### src/rtl/mmm_serial_core.sv
// Bit-serial Montgomery multiplier: result = a*b*2^-WIDTH mod m, one bit of a per enabled cycle.
// Optional operand checking (err output, early DONE) is enabled by defining MMM_OPERAND_CHECK_EN.
module mmm_serial_core #(
    parameter int unsigned WIDTH = 8
) (
    input  logic             clk,
    input  logic             rstb,
    input  logic             ena,
    input  logic             start,
    input  logic [WIDTH-1:0] a,
    input  logic [WIDTH-1:0] b,
    input  logic [WIDTH-1:0] m,
    output logic [WIDTH-1:0] result,
    output logic             busy,
    output logic             done
`ifdef MMM_OPERAND_CHECK_EN
    ,
    output logic             err
`endif
);

    localparam int unsigned CW = (WIDTH > 1) ? $clog2(WIDTH) : 1;
    localparam logic [CW-1:0] CNT_LAST = CW'(WIDTH - 1);

    typedef enum logic [2:0] {
        S_IDLE = 3'd0,
        S_LOAD = 3'd1,
        S_ITER = 3'd2,
        S_SUB  = 3'd3,
        S_DONE = 3'd4
    } state_t;

    state_t           state;
    state_t           state_nxt;
    logic [WIDTH-1:0] ra;
    logic [WIDTH-1:0] rb;
    logic [WIDTH-1:0] rm;
    logic [WIDTH+1:0] acc;
    logic [WIDTH+1:0] acc_nxt;
    logic [WIDTH+1:0] sum_b;
    logic [WIDTH+1:0] sum_m;
    logic [WIDTH+1:0] acc_sub;
    logic [WIDTH-1:0] result_nxt;
    logic [CW-1:0]    cnt;
    logic             accept;

`ifdef MMM_OPERAND_CHECK_EN
    logic bad;
    logic bad_in;
    assign bad_in = (m[0] == 1'b0) || (a >= m) || (b >= m);
`endif

    assign accept = ((state == S_IDLE) || (state == S_DONE)) && start;

    // Datapath: acc stays below 2*rm, so WIDTH+2 bits never overflow.
    always_comb begin
        sum_b      = acc + (ra[cnt] ? {2'b00, rb} : '0);
        sum_m      = sum_b + (sum_b[0] ? {2'b00, rm} : '0);
        acc_nxt    = sum_m >> 1;
        acc_sub    = acc - {2'b00, rm};
        result_nxt = (acc >= {2'b00, rm}) ? acc_sub[WIDTH-1:0] : acc[WIDTH-1:0];
    end

    always_ff @(posedge clk) begin
        if (!rstb) begin
            state <= S_IDLE;
        end else if (ena) begin
            state <= state_nxt;
        end
    end

    always_comb begin
        state_nxt = state;
        case (state)
            S_IDLE, S_DONE: if (start) state_nxt = S_LOAD;
`ifdef MMM_OPERAND_CHECK_EN
            S_LOAD:         state_nxt = bad ? S_DONE : S_ITER;
`else
            S_LOAD:         state_nxt = S_ITER;
`endif
            S_ITER:         if (cnt == CNT_LAST) state_nxt = S_SUB;
            S_SUB:          state_nxt = S_DONE;
            default:        state_nxt = S_IDLE;
        endcase
    end

    always_comb begin
        busy = (state == S_LOAD) || (state == S_ITER) || (state == S_SUB);
        done = (state == S_DONE);
    end

    always_ff @(posedge clk) begin
        if (!rstb) begin
            ra     <= '0;
            rb     <= '0;
            rm     <= '0;
            acc    <= '0;
            cnt    <= '0;
            result <= '0;
`ifdef MMM_OPERAND_CHECK_EN
            bad    <= 1'b0;
            err    <= 1'b0;
`endif
        end else if (ena) begin
            case (state)
                S_IDLE, S_DONE: begin
                    if (accept) begin
                        ra  <= a;
                        rb  <= b;
                        rm  <= m;
`ifdef MMM_OPERAND_CHECK_EN
                        bad <= bad_in;
                        err <= 1'b0;
`endif
                    end
                end
                S_LOAD: begin
                    acc <= '0;
                    cnt <= '0;
`ifdef MMM_OPERAND_CHECK_EN
                    if (bad) begin
                        result <= '0;
                        err    <= 1'b1;
                    end
`endif
                end
                S_ITER: begin
                    acc <= acc_nxt;
                    cnt <= cnt + 1'b1;
                end
                S_SUB: begin
                    result <= result_nxt;
                end
                default: begin
                    result <= '0;
`ifdef MMM_OPERAND_CHECK_EN
                    err    <= 1'b0;
`endif
                end
            endcase
        end
    end

endmodule

### config.mk
export PLATFORM = sky130hd
export DESIGN_NAME = mmm_serial_core
export DESIGN_NICKNAME = d
export VERILOG_FILES = /design/src/rtl/mmm_serial_core.sv
export SDC_FILE = /design/constraint.sdc
export NUM_CORES = 1
export LEC_CHECK = 0
export BUFFER_PORTS_ARGS = -buffer_cell sky130_fd_sc_hd__buf_4
export CORE_UTILIZATION = 46
export DETAILED_ROUTE_END_ITERATION = 10
export GPL_TIMING_DRIVEN = 0
export HOLD_SLACK_MARGIN = 0.12
export PLACE_DENSITY = 0.77
export SYNTH_ARGS = -nofsm -noshare
export SYNTH_HDL_FRONTEND = slang
export SYNTH_SLANG_ARGS = --single-unit
### constraint.sdc
create_clock -name clk -period 8.8 [get_ports clk]
set_input_delay 0.44 -clock clk [delete_from_list [all_inputs] [get_ports clk]]
set_output_delay 0.44 -clock clk [all_outputs]
set_load 0.02 [all_outputs]
### Word-level counts from Yosys, hierarchy flattened

Index checks and enable logic that the tools add are counted.

* bits in registers: 48
* input port bits: 28
* output and inout port bits: 10

* add/sub/neg operators: 4
* order comparisons: 2
* equal/unequal tests: 7
* multiplexer cells: 11
* bitwise operators: 1
* reduce and logical (&&, ||, !) cells: 12

Operators by type and width (count)
* $mux 8: 3
* $add 10x8->10: 2
* $pmux 10 s2: 1
* $pmux 8 s2: 1
* $pmux 3 s4: 1
* $ge 10x8->1: 1
* $sub 8x8->8: 1
* $eq 3x2->1 const B: 2
* $eq 3x3->1 const B: 2
* $mux 3: 2
* $pmux 3 s2: 1
* $reduce_and 3->1: 2
* $lt 3x4->1 const B: 1
* $ne 2x2->1 const B: 2
* $reduce_and 2->1: 2
* $reduce_or 4->1: 1
* $add 3x1->3 const B: 1
* $bmux 1 s3: 1
* $eq 3x1->1 const B: 1
* $logic_not 3->1: 1
* $logic_or 1x1->1: 3
* $reduce_bool 2->1: 1
* $reduce_or 2->1: 1
* $logic_and 1x1->1: 1
* other kinds (2): 2

### Depth between registers and ports, before layout

* word-level depth: 7
* mapped depth: 18

### Worst setup path before layout

OpenSTA, ideal clock, no wires.

* path type: register to register
* start point: register cnt[0]
* end point: register acc[8]
* data arrival time: 3.589 ns
* slack: 5.093 ns
* stages on the path, launching flop included: 17
* path buffers: 0
* cells stage by stage: dfxtp_1 mux4_2 mux2i_1 nand2b_1 inv_1 ha_1 a211oi_1 o21bai_1 a21oi_1 xnor2_1 ha_1 nand4_1 a21oi_1 o21a_1 a2bb2oi_1 mux2i_1 nand2_1

* word-level cells in the longest chain between the ends: 7

Ends and longest elaborated chain
* start: declaration: line 44 `logic [CW-1:0] cnt;`
* start signal: assignment: line 129 `cnt <= cnt + 1'b1;`
* $bmux 1 s3 (*): line 57 `sum_b = acc + (ra[cnt] ? {2'b00, rb} : '0);`
* $mux 1 (implied by the code) (*): line 57
* $mux 8 (*): line 57
* $add 10x8->10 (*): line 57
* $mux 8: line 58 `sum_m = sum_b + (sum_b[0] ? {2'b00, rm} : '0);`
* $add 10x8->10 (*): line 58
* $pmux 10 s2 (*): line 105 `case (state)`
* end signal: assignment: line 128 `acc <= acc_nxt;`
* end: declaration: line 38 `logic [WIDTH+1:0] acc;`

Every way passes the cells marked *; elsewhere a longest branch is shown, timed or not. The select of a mux whose other input is x is not followed.
A chain may end at the register's enable or synchronous reset.

### Worst setup path in the final report

Ends and elaborated chain as after synthesis.

==> impl_metrics.yaml <==
die:
  die_w_um: 84.2
  initial_utilization_pct: 48.5
  io_pins: 38
  die_height_um: 84.2
  placementRows: 29
  dieArea_sq_um: 7100
  core_area_sq_um: 6420
power_and_ir_drop:
  p_seq_share_pct: 54.3
  powerDensity_nw_per_um2: 115
  power.share.combinational_pct: 15.8
  power_mw: 0.410
  intPower_mw: 0.302
  switching_power_mw: 0.107
  power.share.switching_pct: 26.2
  ir_drop_mv: 0.0969
  clkPwrFrac_pct: 29.9
  p_leak_nw: 1.54
final_layout:
  nets: 486
  syn2layout_area_growth_pct: 14.4
  fin_util_pct: 55.4
  diodes: 0
  nFillCells: 604
  finalInstanceArea_sq_um: 3560
  drive_above_1_share_pct: 11.9
setup_path:
  worstReg2RegEnd: "acc[8]$_SDFFE_PN0P_"
  cp_top_family: "multiplexers"
  path_class: "reg -> reg"
  cp-start-kind: "register"
  worst-endpoint-arrival_ns: 4.50
  cp_max_fo: 8
  endpoint_kind: "register"
  required_ns: 8.99
  crit_chain: "mux4_2, mux2i_1, nor2b_1, ha_1, inv_1, fa_1, nand2b_1, a21oi_1, o21ai_0, nand2b_1, xor2_1, ha_1, nand4_1, a21oi_1, o21a_1, a2bb2oi_1, mux2i_1, nand2_1"
  reg2reg_depth: 18
  slowest_stage: "mux4_2"
  r2r_setup_slack_ns: 4.49
  critPathMaxStageDelay_ns: 0.53
  r2r-start: "cnt[0]$_SDFFE_PN0P_"
  cp.buffers_inverters: 1
sta:
  hold_viol: 0
  rsz0062_at_grt: "no"
  period_share_pct: 49.0
  tightest_slew_ns: 0.561
  setup-tns-final_ns: 0
  max_freq_mhz: 232
  min_period_ns: 4.31
  finalSetupViolations: 0
  slew_headroom_pct: 61.6
  finClkSkew_ns: 0.00456
  finalMaxSlewViolations: 0
yosys:
  synthCells: 385
  synth_common_cells: "74 x nand2_1, 47 x dfxtp_1, 26 x a21boi_0, 26 x ha_1, 22 x nor2b_1"
  synth.avg_cell_area_sq_um: 8.08
  synth_most_common_cell: "nand2_1"
  synth_edf_count: 0
  yosys-top-cells-area: "dfxtp_1 30%, ha_1 10%, nand2_1 8.9%"
  ys.flop_type: "dfxtp_1"
  synth_cell_types: 48
  synthAdderAreaFrac_pct: 12.7
  netlist_area_sq_um: 3110
  synth_top_cell_area_share_pct: 30.2
  synth_compound_area_share_pct: 22.2
  yosys_warnings: 0
  ys_ff_latch: 47
  synth_top_family_by_area: "simple AND/OR/NAND/NOR gates"
  synthArstFlopShare_pct: 0
  yosys.area_share.xor_xnor_pct: 3.94
  synth_fp_nets: 442
  yosysSeqAreaShare_pct: 30.2
  synth_top_cell_by_area: "dfxtp_1"
  synthMuxAreaShare_pct: 3.06
  synth-simple-area-share_pct: 23.2
clock_tree:
  cts_tree: "built"
  clk_pin_slew_ns: 0.08
  cts_resized: 0
  htree_levels: 2
  clk_path_buf_depth: 2
  ctsHoldBuffers: 0
  cts_root_buf: "clkbuf_8"
  cts_sinks: 47
  clk_latency_ns: 0.30
  cts_buffers: 5
  postCtsSetupBuffers: 0
placed_design:
  portBuffers: 37
  hpwl_mm: 5.46
  placed_area_sq_um: 3490
  gp_congestion: 0.869
worst_hold_path:
  whs_endpoint: "rm[3]$_SDFFE_PN0P_"
  hp-start: "m[3]"
  holdPathStages: 3
  worstHoldPathType: "in -> reg"
global_route:
  overflow: 0
  antenna_found_initial: 0
  track_usage_pct: 20.7
  grt_pass1_wl_mm: 12.0
  grt_max_degree: 13
  grt_pass1_vias: 2707
detailed_routing:
  drt_wl_total_mm: 6.69
  wire_per_inst_um: 13.3
  vias: 2702
  drc: 6
  drt_iter0_markers: 91
  drt_first_pass_iters: 7
  ant_nets: 0
  via_per_inst: 5.35
outcome:
  violations: "design-rule violations"
  status: "finished, violations left"
run:
  cap_violations: 0
==> tightest hold or removal path: stages <==
cell      delay (ns)
buf_4           0.11
nand2_1         0.04
a21boi_0        0.06
==> power by group through the flow <==
stage	logic [mW]	registers, mW	clock network [mW]
after floorplan	0.0443	0.226	0
after global placement	0.0630	0.227	0
after detailed placement	0.0645	0.228	0
after CTS	0.0648	0.222	0.126
after global routing	0.0730	0.223	0.134
final	0.0646	0.222	0.123
==> cells by family after synthesis <==
group,count (synthesis)
AND/OR/NAND/NOR,151
AO/OA/AOI/OAI,99
flip-flops,47
buffers and inverters,37
adder cells (fa/ha/maj),30
XOR/XNOR,14
multiplexers,7
==> metrics by stage <==
stage | hold WS [ns] | setup WS [ns] | instances
global placement | 0.440 | 4.64 | 499
global route | 0.404 | 4.03 | 505
detailed placement | 0.447 | 4.53 | 499
CTS | 0.389 | 4.51 | 505
finish | 0.393 | 4.49 | 505
floorplan | 0.439 | 5.09 | 385
==> state kept, by name, indices dropped and copies added, names as in the netlist <==
signal,cells
ra,8
state,3
rm,8
rb,8
acc,9
result,8
cnt,3
==> cell type report <==
| class | instances | area [sq um] | area share (%) |
|---|---|---|---|
| Inverter | 21 | 78.8 | 2.22 |
| Clock buffer | 6 | 72.6 | 2.04 |
| Tap cell | 77 | 96.3 | 2.71 |
| Buffer | 16 | 68.8 | 1.93 |
| Timing Repair Buffer | 37 | 278 | 7.81 |
| Multi-Input combinational cell | 301 | 2020 | 56.9 |
| Sequential cell | 47 | 941 | 26.4 |
==> cell usage in the layout, fill, tap and decap left out, drive strengths merged, types with 6 or more instances in the layout <==
| master | Yosys | final |
|---|---|---|
| xor2 | 8 | 8 |
| nand3 | 9 | 9 |
| xnor2 | 6 | 6 |
| o21ai | 15 | 15 |
| and2 | 11 | 11 |
| ha | 26 | 26 |
| dfxtp | 47 | 47 |
| nor2 | 14 | 14 |
| inv | 21 | 21 |
| buf | 5 | 42 |
| nor2b | 22 | 22 |
| a21boi | 26 | 26 |
| a22oi | 7 | 7 |
| nand2 | 74 | 74 |
| a21oi | 21 | 21 |
| clkbuf | 11 | 17 |
==> worst max path at each step <==
| stage | startpoint | to | slack (ns) | depth (start not counted) |
|---|---|---|---|---|
| floorplan | cnt[0]$_SDFFE_PN0P_ | acc[8]$_SDFFE_PN0P_ | 5.09 | 16 |
| global placement | cnt[0]$_SDFFE_PN0P_ | acc[8]$_SDFFE_PN0P_ | 4.64 | 16 |
| detailed placement | cnt[0]$_SDFFE_PN0P_ | acc[8]$_SDFFE_PN0P_ | 4.53 | 18 |
| CTS | cnt[0]$_SDFFE_PN0P_ | acc[8]$_SDFFE_PN0P_ | 4.51 | 18 |
| global route | cnt[0]$_SDFFE_PN0P_ | acc[8]$_SDFFE_PN0P_ | 4.03 | 18 |
| finish | cnt[0]$_SDFFE_PN0P_ | acc[8]$_SDFFE_PN0P_ | 4.49 | 18 |
==> layer usage <==
metal	track usage, %	share of wire, %	vias to the layer above
met5	0	0	-
met2	35.9	47	58
li1	-	-	1422
met4	6.90	2.1	0
met1	26.1	47	1208
met3	3.44	4.3	14
Note: power is estimated with default switching activity, not from simulation.
